==> src/rtl/sig_chk_pkg.sv <==
// Shared types and constants for the signature checkpoint monitor.
package sig_chk_pkg;

    typedef enum logic [1:0] {
        IDLE  = 2'd0,
        ARMED = 2'd1,
        PASS  = 2'd2,
        FAIL  = 2'd3
    } state_e;

    localparam logic [1:0] FC_NONE  = 2'b00;
    localparam logic [1:0] FC_TMO   = 2'b01;
    localparam logic [1:0] FC_ORDER = 2'b10;
    localparam logic [1:0] FC_CFG   = 2'b11;

endpackage

==> src/rtl/sig_chk_stable.sv <==
// Stability filter: pulses accept once match has held for STABLE_CYC consecutive cycles.
module sig_chk_stable #(
    parameter int STABLE_CYC = 2
) (
    input  logic clk,
    input  logic rst,
    input  logic clr,
    input  logic match,
    output logic accept
);

    localparam int CNT_W = (STABLE_CYC > 1) ? $clog2(STABLE_CYC) : 1;

    logic [CNT_W-1:0] cnt_r;

    assign accept = match && (cnt_r == CNT_W'(STABLE_CYC - 1));

    // Run-length counter of consecutive matching cycles; self-clears on accept.
    always_ff @(posedge clk) begin
        if (rst) begin
            cnt_r <= {CNT_W{1'b0}};
        end else if (clr || accept || !match) begin
            cnt_r <= {CNT_W{1'b0}};
        end else begin
            cnt_r <= cnt_r + CNT_W'(1);
        end
    end

endmodule

==> src/rtl/sig_checkpoint_mon.sv <==
// Ordered-signature checkpoint monitor with cycle watchdog.
// Define SIG_ORDER_CHECK_EN to flag stable out-of-order signatures as a failure.
module sig_checkpoint_mon
    import sig_chk_pkg::*;
#(
    parameter int DW         = 16,
    parameter int NUM_CHK    = 4,
    parameter int TMO_W      = 24,
    parameter int STABLE_CYC = 2,
    parameter int IDX_W      = (NUM_CHK > 1) ? $clog2(NUM_CHK) : 1,
    parameter int CUR_W      = IDX_W + 1
) (
    input  logic             wb_clk_i,
    input  logic             wb_rst_i,
    input  logic             cfg_we,
    input  logic [IDX_W-1:0] cfg_idx,
    input  logic [DW-1:0]    cfg_sig,
    input  logic [CUR_W-1:0] cfg_num,
    input  logic [TMO_W-1:0] cfg_tmo,
    input  logic             start,
    input  logic             abort,
    input  logic [DW-1:0]    mon_data,
    output logic             busy,
    output logic             pass,
    output logic             fail,
    output logic [1:0]       fail_code,
    output logic [CUR_W-1:0] cur_idx,
    output logic [TMO_W-1:0] elapsed
);

    state_e           state_r;
    logic [DW-1:0]    tbl_r [NUM_CHK];
    logic [CUR_W-1:0] num_r;
    logic [TMO_W-1:0] tmo_r;
    logic             busy_r, pass_r, fail_r;
    logic [1:0]       code_r;
    logic [CUR_W-1:0] cur_idx_r;
    logic [TMO_W-1:0] elapsed_r;

    logic             match_s, acc_s, ord_acc_s, clr_s, last_s, tmo_hit_s;
    logic [TMO_W-1:0] elapsed_inc_s;

    // In ARMED, cur_idx < num <= NUM_CHK, so the low bits address the table directly.
    assign match_s       = (mon_data == tbl_r[cur_idx_r[IDX_W-1:0]]);
    assign clr_s         = (state_r != ARMED) || abort;
    assign last_s        = ((cur_idx_r + CUR_W'(1)) == num_r);
    assign tmo_hit_s     = (tmo_r != {TMO_W{1'b0}}) && (elapsed_r == (tmo_r - TMO_W'(1)));
    assign elapsed_inc_s = (elapsed_r == {TMO_W{1'b1}}) ? elapsed_r : (elapsed_r + TMO_W'(1));

    sig_chk_stable #(.STABLE_CYC(STABLE_CYC)) u_stable (
        .clk    (wb_clk_i),
        .rst    (wb_rst_i),
        .clr    (clr_s),
        .match  (match_s),
        .accept (acc_s)
    );

`ifdef SIG_ORDER_CHECK_EN
    logic ooo_s;

    // Current data equals a later, not-yet-reached entry while missing the expected one.
    always_comb begin
        ooo_s = 1'b0;
        for (int j = 0; j < NUM_CHK; j++) begin
            if ((j > int'(cur_idx_r)) && (j < int'(num_r)) && (mon_data == tbl_r[j]) && !match_s) begin
                ooo_s = 1'b1;
            end else begin
                ooo_s = ooo_s;
            end
        end
    end

    sig_chk_stable #(.STABLE_CYC(STABLE_CYC)) u_order (
        .clk    (wb_clk_i),
        .rst    (wb_rst_i),
        .clr    (clr_s || acc_s),
        .match  (ooo_s),
        .accept (ord_acc_s)
    );
`else
    assign ord_acc_s = 1'b0;
`endif

    // Signature table; frozen while a sequence is being monitored.
    always_ff @(posedge wb_clk_i) begin
        if (wb_rst_i) begin
            for (int i = 0; i < NUM_CHK; i++) begin
                tbl_r[i] <= {DW{1'b0}};
            end
        end else if (cfg_we && !busy_r && (int'(cfg_idx) < NUM_CHK)) begin
            tbl_r[cfg_idx] <= cfg_sig;
        end
    end

    // Monitor FSM with registered status outputs.
    always_ff @(posedge wb_clk_i) begin
        if (wb_rst_i || abort) begin
            state_r   <= IDLE;
            num_r     <= {CUR_W{1'b0}};
            tmo_r     <= {TMO_W{1'b0}};
            busy_r    <= 1'b0;
            pass_r    <= 1'b0;
            fail_r    <= 1'b0;
            code_r    <= FC_NONE;
            cur_idx_r <= {CUR_W{1'b0}};
            elapsed_r <= {TMO_W{1'b0}};
        end else begin
            case (state_r)
                IDLE, PASS, FAIL: begin
                    if (start) begin
                        pass_r    <= 1'b0;
                        cur_idx_r <= {CUR_W{1'b0}};
                        elapsed_r <= {TMO_W{1'b0}};
                        if ((cfg_num == {CUR_W{1'b0}}) || (cfg_num > CUR_W'(NUM_CHK))) begin
                            state_r <= FAIL;
                            busy_r  <= 1'b0;
                            fail_r  <= 1'b1;
                            code_r  <= FC_CFG;
                        end else begin
                            state_r <= ARMED;
                            busy_r  <= 1'b1;
                            fail_r  <= 1'b0;
                            code_r  <= FC_NONE;
                            num_r   <= cfg_num;
                            tmo_r   <= cfg_tmo;
                        end
                    end
                end
                ARMED: begin
                    if (acc_s) begin
                        cur_idx_r <= cur_idx_r + CUR_W'(1);
                    end
                    // Final accept beats a coincident watchdog expiry; a timeout freezes elapsed.
                    if (acc_s && last_s) begin
                        state_r   <= PASS;
                        busy_r    <= 1'b0;
                        pass_r    <= 1'b1;
                        elapsed_r <= elapsed_inc_s;
                    end else if (tmo_hit_s) begin
                        state_r <= FAIL;
                        busy_r  <= 1'b0;
                        fail_r  <= 1'b1;
                        code_r  <= FC_TMO;
                    end else if (ord_acc_s) begin
                        state_r   <= FAIL;
                        busy_r    <= 1'b0;
                        fail_r    <= 1'b1;
                        code_r    <= FC_ORDER;
                        elapsed_r <= elapsed_inc_s;
                    end else begin
                        elapsed_r <= elapsed_inc_s;
                    end
                end
                default: begin
                    state_r <= IDLE;
                    busy_r  <= 1'b0;
                end
            endcase
        end
    end

    assign busy      = busy_r;
    assign pass      = pass_r;
    assign fail      = fail_r;
    assign fail_code = code_r;
    assign cur_idx   = cur_idx_r;
    assign elapsed   = elapsed_r;

endmodule

==> config.mk <==
export PLATFORM = sky130hd
export DESIGN_NAME = sig_checkpoint_mon
export DESIGN_NICKNAME = d
export VERILOG_FILES = /design/src/rtl/sig_chk_pkg.sv /design/src/rtl/sig_chk_stable.sv /design/src/rtl/sig_checkpoint_mon.sv
export SDC_FILE = /design/constraint.sdc
export NUM_CORES = 1
export LEC_CHECK = 0
export CAP_MARGIN = 10
export CORE_MARGIN = 2
export CORE_UTILIZATION = 55
export CTS_CLUSTER_DIAMETER = 50
export DETAILED_ROUTE_END_ITERATION = 12
export GPL_TIMING_DRIVEN = 0
export HOLD_SLACK_MARGIN = 0.03
export PLACE_DENSITY = 0.81
export SLEW_MARGIN = 20
export SYNTH_ARGS = -nofsm -noshare
export SYNTH_HDL_FRONTEND = slang
export SYNTH_SLANG_ARGS = --single-unit
==> constraint.sdc <==
create_clock -name wb_clk_i -period 5 [get_ports wb_clk_i]
set_clock_uncertainty 0.2 [all_clocks]
set_input_delay 1 -clock wb_clk_i [delete_from_list [all_inputs] [get_ports wb_clk_i]]
set_output_delay 1 -clock wb_clk_i [all_outputs]
set_load 0.02 [all_outputs]
======== After elaboration in Yosys (flattened, before gate mapping) ========
Memories as Yosys holds them, arrays and structs flattened. A register that Yosys moved wholly into a read port is not among the register bits.
Cells that the tools add are included.
storage, ports and cells
  bits in registers ....................... 62
  bits in writable memories ............... 64
  input port bits ......................... 66
  output and inout port bits .............. 32
  logic and storage cells ................. 96
  memories ................................ 1
memory list
  name   depth  bits a word  read ports  clocked after memory_dff  write ports  RTL line                  text
  tbl_r  4      16           1           1                         4            sig_checkpoint_mon.sv:32  logic [DW-1:0] tbl_r [NUM_CHK];
operators by class
  $add $sub $neg .......................... 4
  order comparisons ....................... 1
  equality and inequality tests ........... 15
  muxes and demuxes ....................... 41
  bitwise gates (word level) .............. 1
  reduce and logical (&&, ||, !) cells .... 23
operators by type and width
  operator                 count
  $mux W24                 4
  $pmux W24 S2             1
  $add A24 B1 Y24 const B  1
  $eq A24 B24 Y1           1
  $eq A24 B24 Y1 const B   1
  $reduce_bool A24 Y1      1
  $sub A24 B1 Y24 const B  1
  $mux W2                  11
  $eq A16 B16 Y1           1
  $mux W1                  16
  $mux W16                 1
  $reduce_or A16 Y1        1
  $ne A2 B2 Y1 const B     5
  $pmux W2 S2              2
  $reduce_and A2 Y1        4
  $mux W3                  2
  $ne A3 B3 Y1 const B     2
  $pmux W1 S2              3
  $pmux W3 S2              1
  $reduce_and A3 Y1        2
  $logic_or A1 B1 Y1       5
  $eq A2 B2 Y1 const B     2
  $logic_and A1 B1 Y1      4
  $add A3 B1 Y3 const B    1
  other kinds (11)         12

======== Longest topological paths before layout ========
  depth in word-level cells ............... 7
  depth in mapped cells ................... 13
  mapped depth without buffers ............ 11

======== By module ========
From an unflattened synthesis, not the netlist that was laid out.
second synthesis, totals
  cells, all modules ...................... 650
  area total of the unflattened synthesis .. 6,600.1 um2
modules (own cells, without submodules)
  module              instances  cells an instance  area an instance (um2)  sequential area each (um2)
  sig_checkpoint_mon  1          647                6,558.8                 3,183.1
  sig_chk_stable      1          3                  41.3                    20.0

======== Worst setup path after synthesis ========
Ideal clock, no wire load.
  path kind ............................... register to register
  start ................................... register tmo_r[0]
  end ..................................... register elapsed_r[0] (netlist: elapsed[0])
  arrival ................................. 3.338 ns
  slack ................................... 1.397 ns
  cell stages (with the launch flop) ...... 13
  buffers on the path ..................... 1
  period minus slack after synthesis ...... 3.603 ns
  cell sequence ........................... dfxtp_1 > inv_1 > ha_1 > or4b_1 > or4_4 > nor2_1 > mux2_1 > a31o_2 > a2111oi_4 > a21o_1 > buf_6 > mux2_1 > nor2_1
between the ends
  word-level cells in the longest chain between the ends .. 5
ends and longest elaborated chain
  element                        RTL line                   text
  start, declared                sig_checkpoint_mon.sv:34   logic [TMO_W-1:0] tmo_r;
  start signal, assigned         sig_checkpoint_mon.sv:100  tmo_r <= {TMO_W{1'b0}};
  start signal, assigned         sig_checkpoint_mon.sv:125  tmo_r <= cfg_tmo;
  $sub A24 B1 Y24                sig_checkpoint_mon.sv:47   assign tmo_hit_s = (tmo_r != {TMO_W{1'b0}}) && (elapsed_r == (tmo_r - TMO_W'(1)));
  $eq A24 B24 Y1                 sig_checkpoint_mon.sv:47
  $logic_and A1 B1 Y1 *          sig_checkpoint_mon.sv:47
  $ne A3 B3 Y1 (no line) *       -
  $reduce_and A2 Y1 (no line) *  -
  end signal, assigned           sig_checkpoint_mon.sv:106  elapsed_r <= {TMO_W{1'b0}};
  end signal, assigned           sig_checkpoint_mon.sv:113  elapsed_r <= {TMO_W{1'b0}};
  end signal, assigned           sig_checkpoint_mon.sv:138  elapsed_r <= elapsed_inc_s;
  end, declared                  sig_checkpoint_mon.sv:38   logic [TMO_W-1:0] elapsed_r;
Every way passes the cells marked *; elsewhere a longest branch is shown, timed or not.
A chain may end at the register's enable or synchronous reset.

==> flow_summary_export.csv <==
group,metric,value,unit
outcome,outcome,"finished with violations",
outcome,violations,"DRC",
route,routed_wl,17000,um
final_layout,fillers,815,
cts,clkTransAtPathRegs,0.06,ns
route,wl_met3,1270,um
flow_run,cap_violations,0,
timing,period_needed,4.24,ns
global_route,antenna_found_initial,0,
route,top_layer_used,"met4",
setup_path,cp-end-kind,"flip-flop",
pwr,p_total,2690,uW
final_layout,layout-drive-gt1-share,0.0811,
route,drtAntennaViolNets,0,
placement,place.gp.congestion,0.915,
yosys,seq_area_frac_synth,0.488,
cts,clock_path_buffers,2,
global_route,grt_pass1_wl,26800,um
timing,setup_ws,0.761,ns
die,initial_utilization,0.570,
route,num_vias,5401,
yosys,synth_area,6570,um2
global_route,grt_pass1_vias,5422,
global_route,grt_max_degree,17,
timing,tightest_slew,0.982,ns
setup_path,startpoint_type,"flip-flop",
die,rows,39,
route,first_iter_violations,440,
timing,finalMaxSlewViolations,0,
hold_path,min_path_cells,2,
final_layout,nets,833,
placement,hpwl,12100,um
die,die_w,113,um
route,drt-met1-wl,7090,um
yosys,yosys.area.top_type_share,0.293,
final_layout,multi_input_area,3160,um2
pwr,power_leakage,0.00298,uW
hold_path,hp-class,"flip-flop to flip-flop",
cts,cts_setup_buffers,0,
yosys,synth_most_common_cell,"nand2_1",
yosys,synth_fp_nets,717,
pwr,powerDensity,323,nW/um2
final_layout,diodes,0,
cts,clkLatencyLatePin,0.42,ns
cts,cts_max_level,4,
timing,setup_viol,0,
timing,final-hold-violation-count,0,
setup_path,worst-path-max-fanout,10,
global_route,grt_overflow,0,
yosys,synthTopCellsByArea,"edfxtp_1 29%, dfxtp_1 20%, and2_1 6.6%",
final_layout,final_util,0.722,
cts,cts-root-buf,"clkbuf_16",
placement,dpl.cell_count,888,
yosys,syn_avg_cell_area,10.1,um2
timing,max_slew_margin,0.344,
die,io_pins,98,
setup_path,cp_data_required_time,5.10,ns
cts,clock_sinks,128,
final_layout,syn2layout_area_growth,26.7,%
die,fp.dieH,113,um
yosys,synthTopCellsByCount,"82 x nand2_1, 69 x and2_1, 64 x dfxtp_1, 64 x edfxtp_1, 48 x a21oi_1",
setup_path,rr_worst_depth,11,
setup_path,crit_arrival,4.34,ns
route,drc,6,
timing,rsz0062_at_grt,"no",
yosys,syn_inst,648,
global_route,grt_usage,0.275,
final_layout,area.sequential,3200,um2
cts,cts_made_buffers,17,
die,dieArea,12800,um2
yosys,synth_warnings,0,
yosys,async_flop_share,0,
cts,hold_buffers,0,
timing,fmax,0.236,GHz
yosys,yosysTopAreaCell,"edfxtp_1",
route,first_pass_iters,10,
cts,cts_resized,0,
placement,place_ws,0.798,ns
final_layout,layoutNonFillerInstCount,920,
die,core,11500,um2
setup_path,critPathKind,"flip-flop to flip-flop",
route,wl_met2,8220,um
yosys,synth-edff-count,64,
yosys,ys_ff_latch,128,
route,avgViaCountPerCell,5.87,
setup_path,regToRegSetupSlack,0.76,ns
cts,cts_tree,"built",
yosys,yosys_most_used_dff,"edfxtp_1",
placement,portBuffers,97,
route,routedWlPerCell,18.5,um
pwr,max-vdd-ir-drop,271,uV
timing,finalSetupTns,0,ns
yosys,yosysUniqueCellTypes,61,
timing,finalCritPeriodShare,0.848,
state kept, by name, summed over array words and instances, names as in the netlist, named ones only:
register        cells
num_r               3
state_r             2
elapsed            24
fail                1
u_stable.cnt_r      1
tbl_r              64
pass                1
busy                1
fail_code           2
tmo_r              24
cur_idx             3
logic make-up (layout without fill, tap and decap cells):
group                      Yosys count  count (layout)  synth area share
AOI/OAI and AO/OA                   99              99            0.0978
DFF                                128             128             0.488
muxes                               23              23            0.0659
adders and majority gates            3               3           0.00572
buffers and inverters               49             178            0.0303
xor gates and xnor gates            57              57            0.0760
and+or+nand+nor                    289             289             0.236
metal layers:
| layer | track usage | vias up |
|---|---|---|
| met1 | 0.356 | 2572 |
| met2 | 0.443 | 242 |
| met4 | 0.118 | 0 |
| met5 | 0 | - |
| li1 | - | 2546 |
| met3 | 0.0696 | 41 |
per-stage QoR:
step                hold WS (ns)  instance area, um2
floorplan                  0.222                6570
global placement           0.237                7710
detailed placement         0.253                7710
CTS                        0.264                8320
global route               0.287                8320
finish                     0.259                8320
critical path: stages, from the launching register on:
cell	delay, ns
dfxtp_1	0.32
clkbuf_1	0.46
buf_1	0.71
mux4_2	0.60
xnor2_1	0.21
nand4_1	0.16
nor2_1	0.25
nand4_1	0.25
clkbuf_1	0.31
a211oi_1	0.41
xnor2_1	0.17
nor2_1	0.05
power breakdown:
group	leakage [uW]	internal (uW)	switching [uW]
clock network	0.000299	798	471
registers	0.00120	1140	15.6
logic	0.00148	125	143
cells in the final DEF, fill, tap and decap left out, drive strengths merged, types with 34 or more instances in the layout:
| master | n |
|---|---|
| a21oi | 49 |
| and2 | 69 |
| clkbuf | 46 |
| clkdlybuf4s50 | 97 |
| dfxtp | 64 |
| edfxtp | 64 |
| nand2 | 82 |
| nor2 | 34 |
| xnor2 | 40 |
layout make-up:
class / count / area share
well taps: 143 / 0.0215
inverters: 15 / 0.00677
clock inverters: 13 / 0.0194
repair buffers: 97 / 0.117
plain buffers: 34 / 0.0171
multi-input cells: 471 / 0.380
flip-flops and latches: 128 / 0.385
clock buffers: 19 / 0.0532
path summary, 6_finish.rpt:
| kind | start | endpoint |
|---|---|---|
| hold / removal | fail_code[0]$_SDFFE_PP0P_ | fail_code[0]$_SDFFE_PP0P_ |
| setup / recovery | flip-flop | elapsed[21]$_SDFFE_PP0P_ |
| setup reg to reg | flip-flop | elapsed[21]$_SDFFE_PP0P_ |
| hold reg to reg | fail_code[0]$_SDFFE_PP0P_ | fail_code[0]$_SDFFE_PP0P_ |
Note: power is estimated with default switching activity, not from simulation.
